[src/rtl/addc_pkg.sv]
// Shared types and the masked chunk adder for the serial add-with-carry unit.
package addc_pkg;

   typedef enum logic [1:0] {
      IDLE = 2'd0,
      RUN  = 2'd1,
      DONE = 2'd2
   } addc_state_t;

   localparam int unsigned MAX_CHUNK = 64;
   localparam int unsigned CW_W      = $clog2(MAX_CHUNK + 1);

   // Adds the low w bits of x and y plus ci; bits above w are masked off and
   // the carry out of bit w-1 is returned through co.
   function automatic logic [MAX_CHUNK-1:0] add_chunk(
      input  logic [MAX_CHUNK-1:0] x,
      input  logic [MAX_CHUNK-1:0] y,
      input  logic                 ci,
      input  logic [CW_W-1:0]      w,
      output logic                 co
   );
      logic [MAX_CHUNK:0] mask;
      logic [MAX_CHUNK:0] t;
      mask = ({{MAX_CHUNK{1'b0}}, 1'b1} << w) - 1'b1;
      t    = {1'b0, x & mask[MAX_CHUNK-1:0]}
           + {1'b0, y & mask[MAX_CHUNK-1:0]}
           + {{MAX_CHUNK{1'b0}}, ci};
      co   = t[w];
      return t[MAX_CHUNK-1:0] & mask[MAX_CHUNK-1:0];
   endfunction

endpackage

[src/rtl/addc_slice.sv]
// Combinational CHUNK-bit adder with carry-in and carry-out.
module addc_slice
   import addc_pkg::*;
#(
   parameter int unsigned CHUNK = 8
) (
   input  logic [CHUNK-1:0] a,
   input  logic [CHUNK-1:0] b,
   input  logic             ci,
   output logic [CHUNK-1:0] s,
   output logic             co
);

   logic [MAX_CHUNK-1:0] ax;
   logic [MAX_CHUNK-1:0] bx;
   logic [MAX_CHUNK-1:0] sx;
   logic                 c;

   always_comb begin
      ax             = '0;
      bx             = '0;
      ax[CHUNK-1:0]  = a;
      bx[CHUNK-1:0]  = b;
      c              = 1'b0;
      sx             = add_chunk(ax, bx, ci, CW_W'(CHUNK), c);
      s              = sx[CHUNK-1:0];
      co             = c;
   end

endmodule

[src/rtl/addc_serial.sv]
// Multi-cycle add-with-carry, CHUNK bits per clock, valid/ready on both sides.
// Optional signed-overflow output enabled by defining ADDC_OVF_EN.
module addc_serial
   import addc_pkg::*;
#(
   parameter int unsigned WIDTH = 32,
   parameter int unsigned CHUNK = 8
) (
   input  logic             clk,
   input  logic             rst,
   input  logic             in_valid,
   output logic             in_ready,
   input  logic [WIDTH-1:0] a,
   input  logic [WIDTH-1:0] b,
   input  logic             cin,
   output logic             out_valid,
   input  logic             out_ready,
   output logic [WIDTH-1:0] sum,
   output logic             cout
`ifdef ADDC_OVF_EN
   ,
   output logic             ovf
`endif
);

   localparam int unsigned NCH  = WIDTH / CHUNK;
   localparam int unsigned IDXW = (NCH > 1) ? $clog2(NCH) : 1;
   localparam logic [IDXW-1:0] LAST = IDXW'(NCH - 1);

   if ((CHUNK == 0) || (WIDTH % CHUNK != 0)) begin : g_bad_chunk
      $error("addc_serial: WIDTH must be a non-zero multiple of CHUNK");
   end
   if (CHUNK > MAX_CHUNK) begin : g_bad_max
      $error("addc_serial: CHUNK exceeds MAX_CHUNK");
   end

   addc_state_t      state, state_nx;
   logic [IDXW-1:0]  idx;
   logic [WIDTH-1:0] a_r;
   logic [WIDTH-1:0] b_r;
   logic [WIDTH-1:0] sum_r;
   logic             carry_r;

   logic [CHUNK-1:0] a_sl;
   logic [CHUNK-1:0] b_sl;
   logic [CHUNK-1:0] s_sl;
   logic             co_sl;

   always_comb begin
      a_sl = a_r[idx*CHUNK +: CHUNK];
      b_sl = b_r[idx*CHUNK +: CHUNK];
   end

   addc_slice #(.CHUNK(CHUNK)) u_slice (
      .a  (a_sl),
      .b  (b_sl),
      .ci (carry_r),
      .s  (s_sl),
      .co (co_sl)
   );

   always_comb begin
      state_nx = state;
      case (state)
         IDLE: if (in_valid)     state_nx = RUN;
         RUN:  if (idx == LAST)  state_nx = DONE;
         DONE: if (out_ready)    state_nx = IDLE;
         default:                state_nx = IDLE;
      endcase
   end

   always_ff @(posedge clk) begin
      if (rst) begin
         state   <= IDLE;
         idx     <= '0;
         a_r     <= '0;
         b_r     <= '0;
         sum_r   <= '0;
         carry_r <= 1'b0;
      end else begin
         state <= state_nx;
         case (state)
            IDLE: if (in_valid) begin
               a_r     <= a;
               b_r     <= b;
               carry_r <= cin;
               sum_r   <= '0;
               idx     <= '0;
            end
            RUN: begin
               sum_r[idx*CHUNK +: CHUNK] <= s_sl;
               carry_r                   <= co_sl;
               idx                       <= (idx == LAST) ? '0 : idx + 1'b1;
            end
            default: ;
         endcase
      end
   end

   always_comb begin
      in_ready  = (state == IDLE);
      out_valid = (state == DONE);
      sum       = sum_r;
      cout      = carry_r;
   end

`ifdef ADDC_OVF_EN
   always_comb begin
      ovf = (state == DONE) && (a_r[WIDTH-1] == b_r[WIDTH-1])
                            && (sum_r[WIDTH-1] != a_r[WIDTH-1]);
   end
`endif

endmodule

[config.mk]
export PLATFORM = sky130hd
export DESIGN_NAME = addc_serial
export DESIGN_NICKNAME = d
export VERILOG_FILES = /design/src/rtl/addc_pkg.sv /design/src/rtl/addc_slice.sv /design/src/rtl/addc_serial.sv
export SDC_FILE = /design/constraint.sdc
export NUM_CORES = 1
export LEC_CHECK = 0
export ABC_CLOCK_PERIOD_IN_PS = 4000
export CORE_MARGIN = 4
export CORE_UTILIZATION = 49
export DETAILED_ROUTE_END_ITERATION = 10
export GPL_ROUTABILITY_DRIVEN = 0
export HOLD_SLACK_MARGIN = 0.1
export PLACE_DENSITY_LB_ADDON = 0.08
export RECOVER_POWER = 50
export SYNTH_ARGS = -nofsm -noshare
export SYNTH_HDL_FRONTEND = slang
export SYNTH_SLANG_ARGS = --single-unit
[constraint.sdc]
create_clock -name clk -period 4 [get_ports clk]
set_clock_uncertainty 0.2 [all_clocks]
set_input_delay 0.8 -clock clk [delete_from_list [all_inputs] [get_ports clk]]
set_output_delay 0.8 -clock clk [all_outputs]
set_load 0.01 [all_outputs]
== Word level (Yosys, flattened, before mapping) ==
Cells that the tools add are included.
Operators by class
  equality and inequality tests: 6
  $add $sub $neg: 4
  mux-type cells: 12
  shift operators: 4
  reductions and logical operators: 5
Operators by type and width (count)
  32-bit one-hot mux with 2 select lines: 1
  32-bit by 6-bit variable part select with 8-bit output: 2
  5-bit negation with 34-bit output: 1
  8-bit by 34-bit variable shift with 32-bit output, first input constant: 1
  8-bit by 34-bit variable part select with 32-bit output: 1
  32-bit bitwise mux: 1
  32-bit two-way mux: 1
  2-bit two-way mux: 5
  8-bit by 8-bit adder with 9-bit output: 1
  9-bit by 1-bit adder with 9-bit output: 1
  2-bit one-hot mux with 3 select lines: 1
  2-bit equality test, second input constant: 2
  2-bit != test, second input constant: 2
  2-bit one-hot mux with 2 select lines: 1
  2-bit AND reduction: 2
  3-bit AND reduction: 1
  2-bit by 1-bit adder with 2-bit output, second input constant: 1
  2-bit by 1-bit equality test with 1-bit output, second input constant: 1
  2-bit zero test: 1
  2-bit by 1-bit != test with 1-bit output, second input constant: 1
  1-bit one-hot mux with 2 select lines: 1
  2-bit nonzero test: 1
  1-bit two-way mux: 1
Storage, ports and cells
  input port bits: 69
  logic and storage cells: 37
  output and inout port bits: 35
  bits in registers: 101

== Longest topological paths before layout ==
Gate-level depths: netlist of the first run.
  depth in word-level cells: 6
  mapped depth: 10

== By module ==
Synthesis of the first run repeated with hierarchy kept, for this count alone.
Unflattened totals
  cell total of the unflattened synthesis: 466
  area, all modules: 4454.3 µm²
By module, submodules not included
  addc_serial: cells an instance 424, area each 4122.7 µm², times used 1, seq. area each 2021.9 µm²
  addc_slice: cells an instance 42, area each 331.6 µm², times used 1, seq. area each 0.0 µm²

== Worst setup path before layout of the first run ==
Ideal clock, no wire load.
  kind: reg-to-reg
  start: reg idx[0]
  end: reg sum_r[14], in the netlist sum[14]
  clock period less this slack: 3.239 ns
  setup slack: 0.761 ns
  data arrival time: 2.982 ns
  library setup time: 0.057 ns
  data required time: 3.743 ns
  stages on the path, launching flop included: 11
  cell sequence: dfxtp_1 > buf_2 > mux4_2 > fa_1 > inv_1 > fa_1 > nor2b_4 > o31a_1 > or4b_1 > nand4_2 > a22o_2
Between the ends
  word-level cells in the longest chain between the ends: 6
  elaborated cells on any way between the ends: 9
  classes of those cells: 3 x add/sub; 4 x shift; 2 x mux
RTL lines
  start: declaration: RTL line addc_serial.sv:38  | logic [IDXW-1:0] idx;
  start signal: assignment: RTL line addc_serial.sv:93  | idx <= (idx == LAST) ? '0 : idx + 1'b1;
  32-bit by 6-bit variable part select with 8-bit output, on equally long branches: RTL line addc_serial.sv:50, addc_serial.sv:51
  8-bit by 8-bit adder with 9-bit output: RTL line addc_pkg.sv:26  | + {1'b0, y & mask[MAX_CHUNK-1:0]}
  9-bit by 1-bit adder with 9-bit output: RTL line addc_pkg.sv:27  | + {{MAX_CHUNK{1'b0}}, ci};
  8-bit by 34-bit variable part select with 32-bit output: RTL line addc_serial.sv:91  | sum_r[idx*CHUNK +: CHUNK] <= s_sl;
  32-bit bitwise mux (*): RTL line addc_serial.sv:91
  32-bit one-hot mux with 2 select lines (*): RTL line addc_serial.sv:82  | case (state)
  end signal: indexed assignment: RTL line addc_serial.sv:91
  end: declaration: RTL line addc_serial.sv:41  | logic [WIDTH-1:0] sum_r;
Mark *: on every way between the ends. The rest lies on a longest branch, timed or not.
A chain may end at the register's enable or synchronous reset.

== Worst setup path in the final report of the first run ==
  start: reg idx[0]
  end: reg sum_r[23], in the netlist sum[23]
The elaborated chain is that of the path after synthesis.

==> results.ini, run 1 <==
[sta]
hold_viol = 0
maxClockFrequency_mhz = 294.1
setup_viol = 0
slew_headroom = -0.3388
period_share = 0.8501
fin_crit_ps = 3401
hold_slack_ps = 259.6
tightest_slew_ps = 2003
rsz0062_at_grt = false
tns_ps = 0
finalMaxSlewViolations = 65

[cells_and_area]
n_antenna_cell = 0
nets = 660
post-route-util = 0.6446
area_growth_pct = 29.26
n_fill_cell = 773
layoutNonFillerInstCount = 691
drive_gt1_frac = 0.06861

[synth]
yosysWarnings = 0
synthesis.nets = 573
synth_top_area_share = 0.4672
avgSynthCellArea_sq_um = 8.814
yosys-top-cells-area = dfxtp_1 47%, nand2_1 12%, a21oi_1 8.6%
synth_common_cells = 136 x nand2_1, 101 x dfxtp_1, 74 x a21oi_1
netlist_instances = 491
synthesis.area_sq_um = 4328
ys_seq_elements = 101
yosys.cell_types.count = 42
async_flop_share = 0
synth_area_leader_cell = dfxtp_1
seq_area_frac_synth = 0.4672
synthFlopType = dfxtp_1
synth_edf_count = 0
synth.most_common_cell = nand2_1

[routing]
met1_length_microns = 4714
dr_wl_met2_microns = 5377
ant_nets = 0
dr.pass1.iters = 4
route.vias.total = 3839
vias_per_cell = 5.556
post_drt_wl_per_cell_microns = 16.08
drc = 0
wl_microns = 11110
topRoutingLayerUsed = met4
wl_met3_microns = 796
drt_iter0_markers = 181

[clock_network]
cts_setup_buffers = 0
cts_resized = 0
clock-sinks = 101
clock_latency_ps = 360
root_buffer = clkbuf_8
cts_tree = built
cts.htree.levels = 3
clockBufferDepth = 2
cts_buffers = 9
ctsHoldBuffers = 0
clkSlewWorstSetupHoldPaths_ps = 90

[power]
p_sw_uw = 552.4
switching_share = 0.2669
cellPowerDensity_nw_per_um2 = 369.9
peakVddDrop_uv = 189.6
power_leakage_uw = 0.002207
power.internal_uw = 1517
power_frac_comb = 0.158
clockPowerShare = 0.316
seqPwrFrac = 0.526

[floorplan]
die_w_microns = 102.0
dieArea_sq_um = 10400
start_util = 0.4987
coreArea_sq_um = 8678
fp.dieH_microns = 102.0
ios = 104
rows = 34

[setup_path]
r2r_slack_ps = 600
crit_buf_inv = 1
critPathLaunch = idx[0]
crit_end = sum[23]
end_kind = flop
crit_arrival_ps = 3460
critPathRequiredTime_ps = 4060
path_max_fanout = 14
slowest_stage = dfxtp_1
crit_type = flop to flop
r2r_start = idx[0]
worstPathCellList = buf_4 > mux4_2 > ha_1 > a211oi_1 > o21ai_0 > o31ai_1 > a41oi_1 > a32o_1
worst-path-stages = 8
reg2reg_depth = 8
crit_family = compound AO/OA/AOI/OAI gates
start_kind = flop
cp_slowest_stage_delay_ps = 590
reg2reg_to = sum[23]

[min_path]
min_path_type = flop to flop

[flow_run]
drv_cap = 1

[grt]
grt.overflow.total = 0
antenna_found_initial = 0
first_global_vias = 3605
grt_pass1_wl_microns = 17970
track_usage = 0.2210
grt_max_degree = 66

[place]
dp_cells = 675
dpl.hpwl_microns = 8277
io_buffers = 103

[run_status]
status = complete, but fails checks
failed_checks = max-capacitance violations, max-slew violations

## cell type report
class / count / area, sq um / area share
clock buffers: 11 / 141.4 / 0.02527
clock inverters: 5 / 60.06 / 0.01074
inverters: 10 / 37.54 / 0.006710
multi-input cells: 349 / 2146 / 0.3836
flip-flops and latches: 101 / 2022 / 0.3614
well taps: 108 / 135.1 / 0.02416
repair buffers: 107 / 1052 / 0.1881
## worst register-to-register path, cell delays in order (launching register included)
cell and delay (ps):
dfxtp_1 590, buf_4 360, mux4_2 580, ha_1 340, a211oi_1 300, o21ai_0 230, o31ai_1 300, a41oi_1 130
a32o_1 270
## metrics by stage
step | power [uW] | setup slack, ps | area [sq um]
after CTS | 2078 | 603.4 | 5600
final | 2069 | 599.5 | 5594
after global routing | 2158 | 422.0 | 5594
after floorplan | 1298 | 760.8 | 4328
after detailed placement | 1437 | 672.7 | 5399
after global placement | 1431 | 800.4 | 5399
## registers in the layout (all words and copies together) (netlist names)
name and cells:
a_r 32, b_r 32, cout 1, idx 2, state 2, sum 32
## per-layer routing
layer | GRT usage | up-vias
met1 | 0.2896 | 1813
met3 | 0.04983 | 16
met5 | 0 | -
met2 | 0.3643 | 136
li1 | - | 1874
met4 | 0.07064 | 0
## layout by cell type (no fill, tap or decap), types with 3 or more instances in the layout
cell type	instances
inv_1	10
a32o_1	4
nand2_1	136
nor2_1	33
clkbuf_8	10
and2_1	3
a21oi_1	74
ha_1	11
buf_4	3
mux4_2	16
dlygate4sd3_1	34
a21o_1	6
dfxtp_1	101
a22o_1	13
clkdlybuf4s50_1	68
o21ai_0	5
a22oi_1	11
## how the worst min path moves through the flow
stage                     startpoint  slack [ps]  cells past startpoint       to
after global routing         b_r[13]         280                      2  b_r[13]
final                         b_r[7]         260                      2   b_r[7]
after global placement       a_r[15]         240                      2  a_r[15]
after floorplan              a_r[16]         230                      2  a_r[16]
after CTS                     b_r[7]         260                      2   b_r[7]
after detailed placement      b_r[7]         250                      2   b_r[7]
## cell families (layout without fill, tap and decap cells)
kind of cell / after synthesis / in the layout / synth area share
AOI/OAI and AO/OA: 126 / 126 / 0.1816
muxes: 16 / 16 / 0.08326
buffers and inverters: 41 / 133 / 0.03730
adders and majority gates: 13 / 13 / 0.04105
xor gates and xnor gates: 3 / 3 / 0.006072
and+or+nand+nor: 191 / 191 / 0.1836
DFF: 101 / 101 / 0.4672
## power by group through the flow
stage	logic (uW)	registers (uW)	clock network [uW]
floorplan	205	1090	0
global placement	321	1110	0
detailed placement	327	1110	0
CTS	330	1090	660
global route	363	1090	702
finish	327	1090	655
No activity file was read; power rests on OpenSTA's default activity.
==> inputs of run 2 (changes only) <==
--- a/config.mk
+++ b/config.mk
@@ -5,14 +5,15 @@
 export SDC_FILE = /design/constraint.sdc
 export NUM_CORES = 1
 export LEC_CHECK = 0
-export ABC_CLOCK_PERIOD_IN_PS = 4000
+export ABC_CLOCK_PERIOD_IN_PS = 3760
 export CORE_MARGIN = 4
 export CORE_UTILIZATION = 49
 export DETAILED_ROUTE_END_ITERATION = 10
 export GPL_ROUTABILITY_DRIVEN = 0
 export HOLD_SLACK_MARGIN = 0.1
-export PLACE_DENSITY_LB_ADDON = 0.08
+export PLACE_DENSITY_LB_ADDON = 0.1
 export RECOVER_POWER = 50
+export SETUP_SLACK_MARGIN = 0.5
 export SYNTH_ARGS = -nofsm -noshare
 export SYNTH_HDL_FRONTEND = slang
 export SYNTH_SLANG_ARGS = --single-unit
==> constraint.sdc (replaced) <==
create_clock -name clk -period 3.76 [get_ports clk]
set_clock_uncertainty 0.2 [all_clocks]
set_input_delay 0.752 -clock clk [delete_from_list [all_inputs] [get_ports clk]]
set_output_delay 0.752 -clock clk [all_outputs]
set_load 0.01 [all_outputs]
==> run 2 against run 1 <==
Net effect:
- global-route usage fell by 0.96 points
- clock power rose by 6.3%
- critical path depth grew 1
- register-to-register slack better by 40 ps
- total power up 6.4%
- largest power group unchanged
- combinational power is 8.9% higher
- final cell count rose by 0.29%
- setup slack improved by 42 ps
- final area is 0.27% higher
- critical endpoint is now sum[14]
- the flow still finishes with violations (max-capacitance violations, max-slew violations)
==> results.ini, run 2 (synthesis gave the netlist of run 1 again) <==
[run_status]
status = complete, but fails checks
failed_checks = max-capacitance violations, max-slew violations

[routing]
drc = 0
dr.pass1.iters = 4
ant_nets = 0
drt_iter0_markers = 159
post_drt_wl_per_cell_microns = 15.56
wl_microns = 10780
route.vias.total = 3775
vias_per_cell = 5.447

[sta]
setup_viol = 0
tns_ps = 0
tightest_slew_ps = 1967
fin_crit_ps = 3118
finalMaxSlewViolations = 65
period_share = 0.8294
fin_ws_ps = 641.5
slew_headroom = -0.3146
maxClockFrequency_mhz = 320.7
rsz0062_at_grt = false
hold_viol = 0

[floorplan]
ios = 104
coreArea_sq_um = 8678
start_util = 0.4987
rows = 34
fp.dieH_microns = 102.0
die_w_microns = 102.0
dieArea_sq_um = 10400

[clock_network]
clkSlewWorstSetupHoldPaths_ps = 100
clock-sinks = 101
cts_buffers = 9
clockBufferDepth = 2
cts_setup_buffers = 0
root_buffer = clkbuf_8
clock_latency_ps = 370
ctsHoldBuffers = 0
cts.htree.levels = 3
cts_tree = built

[setup_path]
crit_arrival_ps = 3240
crit_type = flop to flop
path_max_fanout = 4
start_kind = flop
end_kind = flop
critPathRequiredTime_ps = 3880

[grt]
busiest_layer = met2
grt_max_degree = 83
grt.overflow.total = 0
grt_pass1_wl_microns = 17160
groute.layer.met3.usage = 0.04505
antenna_found_initial = 0
grt_util_met1 = 0.2842
track_usage = 0.2114
use_met2 = 0.3463
first_global_vias = 3556

[power]
power_leakage_uw = 0.002222
cellPowerDensity_nw_per_um2 = 392.6
peakVddDrop_uv = 196.9

[cells_and_area]
final_area_sq_um = 5609
area_growth_pct = 29.60
n_fill_cell = 787
layout_commonest_cell = nand2_1
final_cell_mix = 136 x nand2_1, 101 x dfxtp_1, 74 x a21oi_1
nets = 662
drive_gt1_frac = 0.07350
n_antenna_cell = 0

[place]
place_area_sq_um = 5414
io_buffers = 103
dpl.hpwl_microns = 8121
pre_cts_slack_ps = 664.2

[flow_run]
drv_cap = 1

[min_path]
min_path_type = flop to flop

[run 2: what timing repair did]
| item | in CTS | in global routing |
|---|---|---|
| endpoints found under the setup margin | 0 | 2 |
| hold endpoints to repair | 0 | 0 |
| gates resized for setup | 0 | 1 |
[run 2: path summary, 6_finish.rpt]
kind,startpoint,end,slack (ps),cells past startpoint
max,idx[0],sum[14],640,9
max reg2reg,idx[0],sum[14],640,9
min reg2reg,a_r[10],a_r[10],260,2
min,a_r[10],a_r[10],260,2
[run 2: metrics by stage]
stage / utilization / hold slack (ps) / cells / total power (uW)
2_1_floorplan: - / 233.1 / 491 / 1381
3_3_place_gp: 0.6238 / 239.2 / 677 / 1522
3_5_place_dp: 0.6238 / 246.8 / 677 / 1531
4_1_cts: 0.6466 / 259.0 / 693 / 2214
5_1_grt: 0.6463 / 272.8 / 693 / 2305
6_report: 0.6463 / 256.4 / 693 / 2202
[run 2: where the power goes]
part | leakage, uW | switching (uW) | internal, uW
combinational | 0.00130 | 185 | 171
clock | 0.000101 | 382 | 314
sequential | 0.000825 | 32.0 | 1120
[run 2: layout make-up]
cell class	instances	area, sq um	share of cell area
well taps	108	135.1	0.02409
multi-input cells	349	2146	0.3826
inverters	10	37.54	0.006692
flip-flops and latches	101	2022	0.3605
clock inverters	6	70.07	0.01249
repair buffers	109	1071	0.1909
clock buffers	10	127.6	0.02275
[run 2: critical path, cell delays in order, from the launching register on]
cell and delay [ps]:
dfxtp_1 430, mux4_2 550, fa_1 450, inv_1 90
fa_1 250, nor2b_4 50, o31a_1 280, or4b_1 490
nand4_2 130, a22o_2 160
[run 2: layer usage]
layer  vias to the layer above  share of wire
met2                       107           0.48
li1                       1878              -
met3                        11          0.062
met1                      1779           0.44
met5                         -              0
met4                         0          0.014
==> inputs of run 3 (changes only) <==
--- a/config.mk
+++ b/config.mk
@@ -5,7 +5,7 @@
 export SDC_FILE = /design/constraint.sdc
 export NUM_CORES = 1
 export LEC_CHECK = 0
-export ABC_CLOCK_PERIOD_IN_PS = 3760
+export ABC_CLOCK_PERIOD_IN_PS = 3200
 export CORE_MARGIN = 4
 export CORE_UTILIZATION = 49
 export DETAILED_ROUTE_END_ITERATION = 10
==> constraint.sdc (replaced) <==
create_clock -name clk -period 3.2 [get_ports clk]
set_clock_uncertainty 0.2 [all_clocks]
set_input_delay 0.64 -clock clk [delete_from_list [all_inputs] [get_ports clk]]
set_output_delay 0.64 -clock clk [all_outputs]
set_load 0.01 [all_outputs]
==> run 3 against run 2 <==
Net effect:
- the run now ends clean
- final area grew 5.6%
- highest routed layer unchanged
- die area is the same
- core utilization grew 3.6 points
- total power grew 19%
- critical path type unchanged
==> results.ini, run 3 (synthesis gave the netlist of run 1 again) <==
[sta]
tns_ps = 0
finalMaxSlewViolations = 0
setup_viol = 0
maxClockFrequency_mhz = 334.4
slew_headroom = 0.1330
rsz0062_at_grt = true
hold_viol = 0
tightest_slew_ps = 1297
fin_ws_ps = 210.0
fin_crit_ps = 2990
period_share = 0.9344

[clock_network]
clock_latency_ps = 370
clock-sinks = 101
clockBufferDepth = 2
root_buffer = clkbuf_8
clkSlewWorstSetupHoldPaths_ps = 100
ctsHoldBuffers = 0
cts.htree.levels = 3
cts_tree = built
cts_buffers = 9

[setup_path]
crit_arrival_ps = 3100
critPathRequiredTime_ps = 3310
path_max_fanout = 4
crit_end = sum[14]
reg2reg_depth = 9
slowest_stage = mux4_2
reg2reg_to = sum[14]
start_kind = flop
r2r_start = idx[0]
worstPathCellList = mux4_2 > fa_1 > inv_2 > fa_2 > nor2b_4 > o31a_1 > or4b_4 > nand4_4 > a22o_2
crit_type = flop to flop
worst-path-stages = 9
crit_family = adder cells
cp_slowest_stage_delay_ps = 510
r2r_slack_ps = 210
critPathLaunch = idx[0]
crit_buf_inv = 1
end_kind = flop

[power]
cellPowerDensity_nw_per_um2 = 443.4
peakVddDrop_uv = 212.8
power_leakage_uw = 0.002275
total_power_uw = 2628

[floorplan]
coreArea_sq_um = 8678
die_w_microns = 102.0
dieArea_sq_um = 10400
rows = 34
start_util = 0.4987
fp.dieH_microns = 102.0
ios = 104

[cells_and_area]
n_antenna_cell = 0
layout_commonest_cell = nand2_1
final_area_sq_um = 5926
drive_gt1_frac = 0.1331
nets = 678
n_fill_cell = 733
layoutNonFillerInstCount = 709
final_cell_mix = 136 x nand2_1, 99 x dfxtp_1, 81 x clkdlybuf4s50_1
seq_area_sq_um = 2027
multiInputGateArea_sq_um = 2295
area_growth_pct = 36.92

[grt]
antenna_found_initial = 0
grt.overflow.total = 0
first_global_vias = 3739
grt_pass1_wl_microns = 17640
track_usage = 0.2154
grt_max_degree = 65

[routing]
drt_iter0_markers = 138
met1_length_microns = 4782
vias_per_cell = 5.511
post_drt_wl_per_cell_microns = 15.97
dr.pass1.iters = 4
ant_nets = 0
drc = 0
wl_microns = 11320
route.vias.total = 3907
dr_wl_met2_microns = 5629
wl_met3_microns = 659
topRoutingLayerUsed = met4

[run_status]
status = completed

[flow_run]
drv_cap = 0

[place]
place_area_sq_um = 5450
dpl.hpwl_microns = 8168
io_buffers = 103
dp_cells = 679
pre_cts_slack_ps = 212.3

[min_path]
min_path_type = flop to flop

[run 3: cell count changes in the layout (fill, tap and decap cells not counted), sizes merged, moves of 3 or more]
cell	before	now
inv	12	15
buf	7	23
dlygate4sd3	34	21
clkdlybuf4s50	68	81
[run 3: what timing repair did]
item | 4_1_cts | 5_1_grt
gates cloned | 0 | 0
pin swaps | 6 | 7
buffers inserted | 3 | 11
endpoints found under the setup margin | 18 | 18
resized for setup | 15 | 14
[run 3: stage by stage]
stage / hold WS (ps) / utilization
after floorplan: 233.1 / -
after global placement: 244.2 / 0.6280
after detailed placement: 244.7 / 0.6280
after CTS: 258.8 / 0.6595
after global routing: 274.7 / 0.6828
final: 257.2 / 0.6828
[run 3: cell type report]
cell class,count,share of cell area
Multi-Input combinational cell,349,0.3872
Sequential cell,101,0.3421
Timing Repair Buffer,125,0.2101
Tap cell,108,0.02280
Clock buffer,9,0.02090
Clock inverter,7,0.01056
Inverter,10,0.006334
[run 3: worst reg2reg max path: stages, from the launching register on]
cell and delay [ps]:
dfxtp_4 390, mux4_2 510, fa_1 440, inv_2 70, fa_2 230, nor2b_4 50
o31a_1 280, or4b_4 520, nand4_4 110, a22o_2 150
[run 3: worst min path at each step]
stage	start	endpoint	slack [ps]	cells after the start
6_report	b_r[21]	b_r[21]	260	2
5_1_grt	a_r[26]	a_r[26]	270	2
4_1_cts	b_r[21]	b_r[21]	260	2
3_5_place_dp	b_r[21]	b_r[21]	240	2
3_3_place_gp	a_r[22]	a_r[22]	240	2
2_1_floorplan	a_r[16]	a_r[16]	230	2
[run 3: per-layer routing]
layer,vias up,GRT usage
met1,1864,0.2778
met4,0,0.07467
li1,1914,-
met3,21,0.03345
met5,-,0
met2,108,0.3683
[run 3: power by group]
part / switching, uW / internal, uW
clock: 473 / 303
combinational: 247 / 255
sequential: 37.2 / 1310
total: 757 / 1870
